$ cat src/rtl/shifter_arbiter.sv
// Round-robin arbiter sharing one 23-bit logical right barrel shifter between two requesters,
// with one registered result slot per port. Define SHIFTER_ARB_STICKY_EN to add sticky-bit outputs.

module barrel_shifter #(
    parameter int DATA_W  = 23,
    parameter int SHAMT_W = 5
) (
    input  logic [DATA_W-1:0]  data,
    input  logic [SHAMT_W-1:0] shamt,
    output logic [DATA_W-1:0]  result
`ifdef SHIFTER_ARB_STICKY_EN
    ,
    output logic               sticky
`endif
);
    localparam logic [SHAMT_W-1:0] SHAMT_LIM = SHAMT_W'(DATA_W);

    always_comb begin
        result = '0;
        if (shamt < SHAMT_LIM) result = data >> shamt;
    end

`ifdef SHIFTER_ARB_STICKY_EN
    logic [DATA_W-1:0] mask;

    // Bits that fall off the bottom; all of them once the shift reaches the width.
    always_comb begin
        mask = '1;
        if (shamt < SHAMT_LIM) mask = (DATA_W'(1) << shamt) - DATA_W'(1);
        sticky = |(data & mask);
    end
`endif
endmodule

module shifter_arbiter #(
    parameter int DATA_W  = 23,
    parameter int SHAMT_W = 5,
    parameter int TAG_W   = 4
) (
    input  logic               clk,
    input  logic               rst,
    input  logic               req0_valid,
    output logic               req0_ready,
    input  logic [DATA_W-1:0]  req0_data,
    input  logic [SHAMT_W-1:0] req0_shamt,
    input  logic [TAG_W-1:0]   req0_tag,
    input  logic               req1_valid,
    output logic               req1_ready,
    input  logic [DATA_W-1:0]  req1_data,
    input  logic [SHAMT_W-1:0] req1_shamt,
    input  logic [TAG_W-1:0]   req1_tag,
    output logic               rsp0_valid,
    input  logic               rsp0_ready,
    output logic [DATA_W-1:0]  rsp0_data,
    output logic [TAG_W-1:0]   rsp0_tag,
    output logic               rsp1_valid,
    input  logic               rsp1_ready,
    output logic [DATA_W-1:0]  rsp1_data,
    output logic [TAG_W-1:0]   rsp1_tag
`ifdef SHIFTER_ARB_STICKY_EN
    ,
    output logic               rsp0_sticky,
    output logic               rsp1_sticky
`endif
);
    typedef enum logic {PRI0 = 1'b0, PRI1 = 1'b1} state_t;

    state_t             state, state_next;
    logic               elig0, elig1;
    logic               grant0, grant1;
    logic [DATA_W-1:0]  sh_data, sh_result;
    logic [SHAMT_W-1:0] sh_shamt;
    logic [TAG_W-1:0]   sh_tag;
`ifdef SHIFTER_ARB_STICKY_EN
    logic               sh_sticky;
`endif

    // A full slot still counts as free when it is being drained this cycle.
    assign elig0 = !rst && req0_valid && (!rsp0_valid || rsp0_ready);
    assign elig1 = !rst && req1_valid && (!rsp1_valid || rsp1_ready);

    always_ff @(posedge clk) begin
        if (rst) state <= PRI0;
        else     state <= state_next;
    end

    always_comb begin
        state_next = state;
        if (grant0)      state_next = PRI1;
        else if (grant1) state_next = PRI0;
    end

    always_comb begin
        grant0 = elig0 && (state == PRI0 || !elig1);
        grant1 = elig1 && (state == PRI1 || !elig0);
    end

    assign req0_ready = grant0;
    assign req1_ready = grant1;

    assign sh_data  = grant1 ? req1_data  : req0_data;
    assign sh_shamt = grant1 ? req1_shamt : req0_shamt;
    assign sh_tag   = grant1 ? req1_tag   : req0_tag;

    barrel_shifter #(.DATA_W(DATA_W), .SHAMT_W(SHAMT_W)) u_shifter (
        .data   (sh_data),
        .shamt  (sh_shamt),
        .result (sh_result)
`ifdef SHIFTER_ARB_STICKY_EN
        ,
        .sticky (sh_sticky)
`endif
    );

    always_ff @(posedge clk) begin
        if (rst) begin
            rsp0_valid <= 1'b0;
            rsp0_data  <= '0;
            rsp0_tag   <= '0;
`ifdef SHIFTER_ARB_STICKY_EN
            rsp0_sticky <= 1'b0;
`endif
        end else if (grant0) begin
            rsp0_valid <= 1'b1;
            rsp0_data  <= sh_result;
            rsp0_tag   <= sh_tag;
`ifdef SHIFTER_ARB_STICKY_EN
            rsp0_sticky <= sh_sticky;
`endif
        end else if (rsp0_valid && rsp0_ready) begin
            rsp0_valid <= 1'b0;
        end
    end

    always_ff @(posedge clk) begin
        if (rst) begin
            rsp1_valid <= 1'b0;
            rsp1_data  <= '0;
            rsp1_tag   <= '0;
`ifdef SHIFTER_ARB_STICKY_EN
            rsp1_sticky <= 1'b0;
`endif
        end else if (grant1) begin
            rsp1_valid <= 1'b1;
            rsp1_data  <= sh_result;
            rsp1_tag   <= sh_tag;
`ifdef SHIFTER_ARB_STICKY_EN
            rsp1_sticky <= sh_sticky;
`endif
        end else if (rsp1_valid && rsp1_ready) begin
            rsp1_valid <= 1'b0;
        end
    end
endmodule

$ cat config.mk
export PLATFORM = sky130hd
export DESIGN_NAME = shifter_arbiter
export DESIGN_NICKNAME = d
export VERILOG_FILES = /design/src/rtl/shifter_arbiter.sv
export SDC_FILE = /design/constraint.sdc
export NUM_CORES = 1
export LEC_CHECK = 0
export ABC_AREA = 1
export CORE_MARGIN = 1.5
export CORE_UTILIZATION = 49
export DETAILED_ROUTE_END_ITERATION = 10
export HOLD_SLACK_MARGIN = 0.08
export PLACE_DENSITY = 0.85
export SLEW_MARGIN = 20
export SYNTH_ARGS = -nofsm -noshare
export SYNTH_HDL_FRONTEND = slang
export SYNTH_HIERARCHICAL = 1
export SYNTH_SLANG_ARGS = --single-unit
$ cat constraint.sdc
create_clock -name clk -period 5.4 [get_ports clk]
set_input_delay 1.35 -clock clk [delete_from_list [all_inputs] [get_ports clk]]
set_output_delay 1.35 -clock clk [all_outputs]
set_load 0.02 [all_outputs]
Word-level counts from Yosys, hierarchy flattened
Index checks and enable logic that the tools add are counted.
{"block": "totals", "reg_bits": 57, "in_bits": 70, "output_inout_bits": 58}
{"block": "classes", "magnitude_cmp": 1, "n_shift": 1, "muxes": 10, "n_bitwise": 1, "n_reduce_logical": 20}
{"op": "$mux 23", "count": 2}
{"op": "$shr 23x5->23", "count": 1}
{"op": "$logic_and 1x1->1", "count": 8}
{"op": "$mux 1", "count": 6}
{"op": "$reduce_bool 2->1", "count": 3}
{"op": "$logic_not 1->1", "count": 5}
{"op": "$lt 5x5->1 const B", "count": 1}
{"op": "$mux 5", "count": 1}
{"op": "$logic_or 1x1->1", "count": 4}
{"op": "$mux 4", "count": 1}
{"op": "$not 1->1", "count": 1}

Logic depth before layout (Yosys ltp)
Gate-level depths: netlist of run 1.
{"block": "logic_depth", "word_depth": 9, "mapped_depth": 20, "mapped_depth_nobuf": 18}

Modules after synthesis
The synthesis of run 1 kept the hierarchy.
{"mod": "shifter_arbiter", "n_inst": 1, "cells_per_inst": 449, "area_per_inst_um2": 2852.7}
{"mod": "barrel_shifter", "n_inst": 1, "cells_per_inst": 234, "area_per_inst_um2": 1032.2}

Least setup slack after synthesis of run 1
Ideal clock, no wire load.
{"block": "synth_timing", "path_kind": "input -> output", "startpoint": "in rst", "endpoint": "out req0_ready", "arrival_time_ns": 2.000, "required_time_ns": 4.050, "setup_slack_ns": 2.050, "cell_stages": 6, "path_buffers": 1, "path_cell_list": "inv_2 > nand2_1 > nor2_2 > buf_4 > nand2_2 > inv_1"}
{"block": "synth_between", "elab_chain_cells": 6}
{"item": "start, declared", "line": "41", "source": "input logic rst,"}
{"item": "$logic_not 1->1 (*)", "line": "79, 80"}
{"item": "$logic_and 1x1->1 (2 in a row)", "line": "80", "source": "assign elig1 = !rst && req1_valid && (!rsp1_valid || rsp1_ready);"}
{"item": "$logic_not 1->1", "line": "94", "source": "grant0 = elig0 && (state == PRI0 || !elig1);"}
{"item": "$logic_or 1x1->1", "line": "94"}
{"item": "$logic_and 1x1->1 (*)", "line": "94"}
{"item": "end, declared", "line": "43", "source": "output logic req0_ready,"}
Every way passes the cells marked *; elsewhere a longest branch is shown, timed or not.

Final worst setup path of run 1
Same ends and word-level chain as after synthesis.

==> results of run 1 <==
==> per-layer routing <==
metal,up-vias,GRT usage [%]
met4,0,6.03
li1,2364,-
met2,182,43.5
met5,-,0
met1,1993,35.1
met3,9,6.05
==> Yosys cell counts, types with 4 or more instances <==
library cell / count / share of area [%]
inv_2: 4 / 0.39
clkbuf_1: 7 / 0.68
inv_1: 45 / 4.3
nor2_1: 76 / 7.3
buf_6: 7 / 2.0
a21oi_1: 49 / 6.3
buf_4: 16 / 3.1
o21ai_1: 7 / 0.90
dfxtp_1: 57 / 29
buf_2: 14 / 1.8
nand2_1: 257 / 25
nand3_1: 131 / 17
==> kinds of logic after synthesis <==
kind of cell	after synthesis	share of synthesized area, %
compound gates	58	7.47
simple gates	473	50.6
buf+inv	95	12.5
flops	57	29.4
==> state kept, by name, summed over array words and instances, names as in the netlist <==
name        flops
rsp0_data      23
rsp0_tag        4
rsp1_valid      1
rsp1_data      23
rsp1_tag        4
state           1
rsp0_valid      1
==> per-stage QoR <==
| stage | instance area, um^2 | instances | utilization [%] | power (W) |
|---|---|---|---|---|
| 6_report | 5270 | 891 | 68.6 | 0.00136 |
| 2_1_floorplan | 3880 | 683 | - | 0.000783 |
| 3_5_place_dp | 5060 | 876 | 65.8 | 0.000943 |
| 3_3_place_gp | 5060 | 876 | 65.8 | 0.000935 |
| 4_1_cts | 5270 | 891 | 68.6 | 0.00136 |
| 5_1_grt | 5270 | 891 | 68.6 | 0.00144 |
==> critical path, stage by stage <==
cell             delay, ns
clkdlybuf4s50_1       0.48
inv_2                 0.10
buf_4                 0.45
nand2_1               0.12
nor2_2                0.16
nand2_2               0.14
inv_1                 0.08
clkdlybuf4s50_1       0.59
==> where the power goes <==
part	leakage, nW	switching, W	internal, W
Combinational	1.87	0.000276	0.000194
Clock	0.112	0.000161	0.000260
Sequential	0.469	0.0000174	0.000452
Total	2.45	0.000454	0.000906
==> cell type report <==
| cell class | count | share of cell area (%) |
|---|---|---|
| sequential | 57 | 21.7 |
| inverter | 49 | 3.49 |
| timing repair buffer | 137 | 25.5 |
| tap | 102 | 2.42 |
| clock inverter | 2 | 0.665 |
| multi-input combinational | 531 | 42.8 |
| clock buffer | 13 | 3.40 |
==> worst max-delay path by stage <==
stage / start / endpoint / slack [ns] / cells after the start
3_5_place_dp: rst / req0_ready / 0.58 / 8
2_1_floorplan: rst / req0_ready / 2.05 / 6
4_1_cts: rst / req0_ready / 0.57 / 8
5_1_grt: rst / req0_ready / 0.41 / 8
3_3_place_gp: rst / req0_ready / 0.62 / 8
6_report: rst / req0_ready / 0.57 / 8
==> out/metrics.cfg, run 1 <==
[status]
status = finished, final reports clean

[yosys]
synth_ff_type = dfxtp_1
synth_edf_count = 0
synth_cell_types = 18
avgSynthCellArea_um2 = 5.69
ys_async_sr_fraction_pct = 0
ys_seq_area_share_pct = 29.4
yosysWarnings = 6
ys_seq_elements = 57
syn_nets = 753
syn_area_mm2 = 0.00388
syn-instance-count = 683

[timing]
finalCritPeriodShare_pct = 89.5
fmax_ghz = 0.207
rsz0062_at_grt = false
final-setup-viol-count = 0
setup-tns-final_ns = 0
fin_ws_ns = 0.569
skew_ns = 0.00500
drv_slew = 0
finalCriticalPeriod_ns = 4.83
slew_headroom_pct = 53.3
tightest_slew_ns = 0.699
hold_slack_ns = 0.481
finalHoldViolCount = 0

[worst_setup_path]
cp-end-kind = output pin
r2r_cells = 19
startpoint_type = input port
r2r_slack_ns = 2.65
cp.required_ns = 4.05
r2r-end = rsp0_data[2]$_SDFFE_PP0P_
crit_type = input port to output pin
cp.arrival_ns = 3.48
cp_max_fo = 56
rr_startpoint = rsp1_valid$_SDFFE_PP0P_

[place]
port_buffers = 127
dpl_worst_slack_ns = 0.581
gp_congestion = 0.906
place_hpwl_um = 7990

[floorplanning]
die_x_um = 92.0
rows = 32
die_h_um = 92.0
core-area_mm2 = 0.00769
die_area_mm2 = 0.00847
initial_core_util_pct = 50.5
top_level_ports = 128

[routing]
vias_per_cell = 5.10
wl_met2_um = 5220
dr.pass1.iters = 5
vias = 4548
ant_nets = 0
routedWlPerCell_um = 12.2
drtIter0Drc = 349
drc = 0
top_layer = met4
totalWireLength_um = 10900
wl_met3_um = 718
met1_length_um = 4890

[pwr]
ir_drop_mv = 0.183
powerDensity_mw_per_mm2 = 258
p_leak_nw = 2.45

[hold_path]
holdPathStages = 2
holdCritPathClass = flip-flop to flip-flop
worstHoldStart = rsp0_data[7]$_SDFFE_PP0P_
holdPathEnd = rsp0_data[7]$_SDFFE_PP0P_

[clock_tree]
clk_latency_ns = 0.33
ctsLongestPathBuffers = 2
h-tree-depth = 3
cts_hold_buf = 0
cts_made_buffers = 9
cts_setup_buffers = 0
cts_resized = 0
path_clk_slew_ns = 0.06
cts_sinks = 57
cts_tree = yes
cts-root-buf = clkbuf_8

[finish]
final_cell_mix = 257 x nand2_1, 131 x nand3_1, 127 x clkdlybuf4s50_1
nFillCells = 707
syn2layout_area_growth_pct = 35.7
register_area_mm2 = 0.00114
layout-drive-gt1-share_pct = 4.44
nets = 855
antenna_cells = 0
multi_input_area_mm2 = 0.00226
final_common_cell = nand2_1

[global_route]
track_usage_pct = 26.4
antenna_found_initial = 0
grt_pass1_vias = 4035
grt_max_degree = 57
grt_overflow = 0
grt_first_pass_wirelength_um = 18300

[job]
drv_cap = 0

Power figures use the tool's default switching activity.
==> inputs of run 2 (changes only) <==
==> constraint.sdc (replaced) <==
create_clock -name clk -period 5.4 [get_ports clk]
set_input_delay 1.35 -clock clk [delete_from_list [all_inputs] [get_ports clk]]
set_output_delay 1.35 -clock clk [all_outputs]
set_load 0.1 [all_outputs]
==> out/metrics.cfg, run 2 (synthesis gave the netlist of run 1 again) <==
[clock_tree]
cts_setup_buffers = 0
cts_sinks = 57
cts_hold_buf = 0
cts_resized = 0
ctsLongestPathBuffers = 2
cts_tree = yes
cts_made_buffers = 9
path_clk_slew_ns = 0.07
h-tree-depth = 3
clk_latency_ns = 0.34
cts-root-buf = clkbuf_8

[timing]
rsz0062_at_grt = false
tightest_slew_ns = 1.02
finalHoldViolCount = 0
finalCritPeriodShare_pct = 84.0
fmax_ghz = 0.221
finalCriticalPeriod_ns = 4.54
setup-tns-final_ns = 0
drv_slew = 0
fin_ws_ns = 0.865
skew_ns = 0.0105
final-setup-viol-count = 0
slew_headroom_pct = 31.5

[worst_setup_path]
cp.required_ns = 4.05
cp_max_fo = 56
startpoint_type = input port
rr_startpoint = rsp1_valid$_SDFFE_PP0P_
cp-end-kind = output pin
crit_slowest_cell = clkdlybuf4s50_1
cp_cell_sequence = clkdlybuf4s50_1 -> inv_2 -> buf_4 -> nand2_1 -> nor2_2 -> nand2_2 -> inv_1 -> buf_12
r2r_slack_ns = 2.16
max_stage_delay_ns = 0.50
startpoint = rst
crit_type = input port to output pin
cp.arrival_ns = 3.19

[finish]
top_regs = rsp0_data: 23 flops, rsp1_data: 23 flops
layout-drive-gt1-share_pct = 4.57
final_common_cell = nand2_1
fin_cells = 890
antenna_cells = 0
nFillCells = 707
nets = 853
final_cell_mix = 257 x nand2_1, 131 x nand3_1, 125 x clkdlybuf4s50_1
register_area_mm2 = 0.00114
fin_util_pct = 68.5
syn2layout_area_growth_pct = 35.6
multi_input_area_mm2 = 0.00226

[floorplanning]
initial_core_util_pct = 50.5
die_h_um = 92.0
core-area_mm2 = 0.00769
die_x_um = 92.0
rows = 32
die_area_mm2 = 0.00847
top_level_ports = 128

[status]
status = finished, final reports clean

[routing]
routedWlPerCell_um = 13.2
ant_nets = 0
drc = 0
totalWireLength_um = 11700
vias_per_cell = 5.15
drtIter0Drc = 414
vias = 4584
dr.pass1.iters = 5

[global_route]
track_usage_pct = 28.7
grt_max_degree = 57
grt_first_pass_wirelength_um = 19900
grt_overflow = 0
antenna_found_initial = 0
grt_pass1_vias = 4345

[pwr]
powerDensity_mw_per_mm2 = 293
ir_drop_mv = 0.147
p_leak_nw = 2.45

[job]
drv_cap = 0

[place]
port_buffers = 127
placed_cells = 874
gp_congestion = 0.941
dpl_worst_slack_ns = 0.773
place_hpwl_um = 8260

[hold_path]
holdCritPathClass = flip-flop to flip-flop
worstHoldStart = rsp1_data[4]$_SDFFE_PP0P_

run 2: changes by cell type in the layout (fill, tap and decap cells not counted), sizes merged:
| cell | delta |
|---|---|
| clkbuf | -2 |
| clkdlybuf4s50 | -2 |
| clkinv | +3 |
run 2: per-stage QoR:
step           cell area, um^2  power [W]  hold slack [ns]
6_report                  5270    0.00155            0.479
5_1_grt                   5270    0.00162            0.510
4_1_cts                   5270    0.00154            0.484
2_1_floorplan             3880   0.000970            0.443
3_5_place_dp              5060    0.00113            0.467
3_3_place_gp              5060    0.00113            0.460
run 2: power breakdown:
group	internal, W	switching, W	leakage, nW	total [W]
combinational	0.000193	0.000466	1.87	0.000659
clock	0.000237	0.000180	0.109	0.000417
sequential	0.000452	0.0000178	0.469	0.000469
total	0.000881	0.000664	2.45	0.00155
run 2: worst paths after layout:
path | to | cells after the start
min | rsp1_data[4]$_SDFFE_PP0P_ | 2
min reg2reg | rsp1_data[4]$_SDFFE_PP0P_ | 2
max | req0_ready | 8
max reg2reg | rsp1_data[11]$_SDFFE_PP0P_ | 16
run 2: worst max-delay path: cells and delay by family:
kind,cells,cell delay [ns]
buffers and inverters,5,1.39
and+or+nand+nor,3,0.44
run 2: area by class of cell:
type,count,area share [%]
Inverter,49,3.49
Clock inverter,5,1.02
Multi-Input combinational cell,531,42.9
Tap cell,102,2.42
Sequential cell,57,21.7
Timing Repair Buffer,135,25.7
Clock buffer,11,2.87
run 2: metal layers:
| layer | share of wire [%] | wire length [um] | GRT usage (%) |
|---|---|---|---|
| met5 | 0 | 0 | 0 |
| met4 | 2.1 | 242 | 9.62 |
| met3 | 6.4 | 755 | 6.30 |
| met2 | 48 | 5590 | 47.6 |
| met1 | 44 | 5140 | 36.6 |
==> inputs of run 3 (changes only) <==
--- a/config.mk
+++ b/config.mk
@@ -7,10 +7,10 @@
 export LEC_CHECK = 0
 export ABC_AREA = 1
 export CORE_MARGIN = 1.5
-export CORE_UTILIZATION = 49
+export CORE_UTILIZATION = 47
 export DETAILED_ROUTE_END_ITERATION = 10
 export HOLD_SLACK_MARGIN = 0.08
-export PLACE_DENSITY = 0.85
+export PLACE_DENSITY = 0.82
 export SLEW_MARGIN = 20
 export SYNTH_ARGS = -nofsm -noshare
 export SYNTH_HDL_FRONTEND = slang
==> constraint.sdc (replaced) <==
create_clock -name clk -period 4.7 [get_ports clk]
set_input_delay 1.175 -clock clk [delete_from_list [all_inputs] [get_ports clk]]
set_output_delay 1.175 -clock clk [all_outputs]
set_load 0.1 [all_outputs]
==> out/metrics.cfg, run 3 (synthesis gave the netlist of run 1 again) <==
[place]
port_buffers = 127
place_hpwl_um = 8580
gp_congestion = 0.887
dpl_worst_slack_ns = 0.666

[timing]
tightest_slew_ns = 1.00
skew_ns = 0.00842
finalHoldViolCount = 0
rsz0062_at_grt = false
fin_ws_ns = 0.873
drv_slew = 0
final-setup-viol-count = 0
setup-tns-final_ns = 0
slew_headroom_pct = 32.8
finalCritPeriodShare_pct = 81.4
fmax_ghz = 0.261
finalCriticalPeriod_ns = 3.83

[finish]
multi_input_area_mm2 = 0.00226
register_area_mm2 = 0.00114
layout-drive-gt1-share_pct = 4.68
final_common_cell = nand2_1
final_cell_mix = 257 x nand2_1, 131 x nand3_1, 125 x clkdlybuf4s50_1
syn2layout_area_growth_pct = 36.9
nets = 855
top_regs = rsp0_data: 23 flops, rsp1_data: 23 flops
nFillCells = 757
antenna_cells = 0

[routing]
vias = 4624
routedWlPerCell_um = 12.9
drc = 0
vias_per_cell = 5.18
ant_nets = 0
dr.pass1.iters = 5
drtIter0Drc = 275
totalWireLength_um = 11500

[global_route]
antenna_found_initial = 0
track_usage_pct = 27.5
grt_pass1_vias = 4399
grt_max_degree = 56
grt_first_pass_wirelength_um = 19600
grt_overflow = 0

[floorplanning]
rows = 32
initial_core_util_pct = 49.5
die_h_um = 93.9
top_level_ports = 128
die_area_mm2 = 0.00882
die_x_um = 93.9
core-area_mm2 = 0.00785

[status]
status = finished, final reports clean

[clock_tree]
h-tree-depth = 3
clk_latency_ns = 0.33
cts_hold_buf = 0
cts_resized = 0
cts_made_buffers = 9
cts_setup_buffers = 0
ctsLongestPathBuffers = 2
cts-root-buf = clkbuf_8
cts_sinks = 57
path_clk_slew_ns = 0.06
cts_tree = yes

[worst_setup_path]
cp-end-kind = output pin
crit_type = input port to output pin
cp_max_fo = 29
cp.required_ns = 3.52
rr_startpoint = rsp1_valid$_SDFFE_PP0P_
startpoint = rst
startpoint_type = input port
cp.arrival_ns = 2.65

[pwr]
ir_drop_mv = 0.216
powerDensity_mw_per_mm2 = 349
p_leak_nw = 2.47

[hold_path]
holdCritPathClass = flip-flop to flip-flop
worstHoldStart = rsp0_data[8]$_SDFFE_PP0P_

[job]
drv_cap = 0

==> run 3: cell types whose count changed in the layout (fill, tap and decap cells not counted), sizes merged <==
cell / change
buf: +2
bufinv: +2
clkinv: -3
clkinvlp: +1
==> run 3: metrics by stage <==
step / instances / hold slack, ns / power [W] / area (um^2) / utilization [%]
after global routing: 892 / 0.503 / 0.00195 / 5320 / 67.8
after floorplan: 683 / 0.443 / 0.00111 / 3880 / -
after detailed placement: 876 / 0.470 / 0.00130 / 5080 / 64.7
after CTS: 892 / 0.487 / 0.00186 / 5320 / 67.8
final: 892 / 0.482 / 0.00186 / 5320 / 67.8
after global placement: 876 / 0.461 / 0.00130 / 5080 / 64.7
==> run 3: power by group <==
part	leakage (nW)	switching, W	internal [W]
sequential	0.469	0.0000199	0.000519
clock	0.120	0.000197	0.000366
combinational	1.88	0.000533	0.000224
total	2.47	0.000750	0.00111
==> run 3: path summary, 6_finish.rpt <==
kind                                                    to  slack (ns)  cells after the start
worst min register to register   rsp0_data[8]$_SDFFE_PP0P_        0.48                      2
worst min-delay path             rsp0_data[8]$_SDFFE_PP0P_        0.48                      2
worst max-delay path                            req1_ready        0.87                      7
worst max register to register  rsp1_data[20]$_SDFFE_PP0P_        1.93                     15
==> run 3: layer usage <==
layer  track usage, %  vias up  routed length (um)
met5                0        -                   0
met3             7.77       23                 728
met1             34.6     2067                5100
met4             7.21        0                 156
met2             46.0      169                5500
li1                 -     2365                   -
==> run 3: area by class of cell <==
type / count / share of cell area [%]
Clock buffer: 11 / 2.66
Inverter: 49 / 3.46
Multi-Input combinational cell: 531 / 42.4
Sequential cell: 57 / 21.4
Clock inverter: 5 / 1.93
Timing Repair Buffer: 137 / 25.7
Tap cell: 102 / 2.40
==> run 3: worst max-delay path, cell delays in order <==
cell and delay, ns:
clkdlybuf4s50_1 0.50, inv_2 0.11, nand2_2 0.06, nor2_4 0.11, nand2_2 0.07, inv_2 0.37
buf_12 0.24
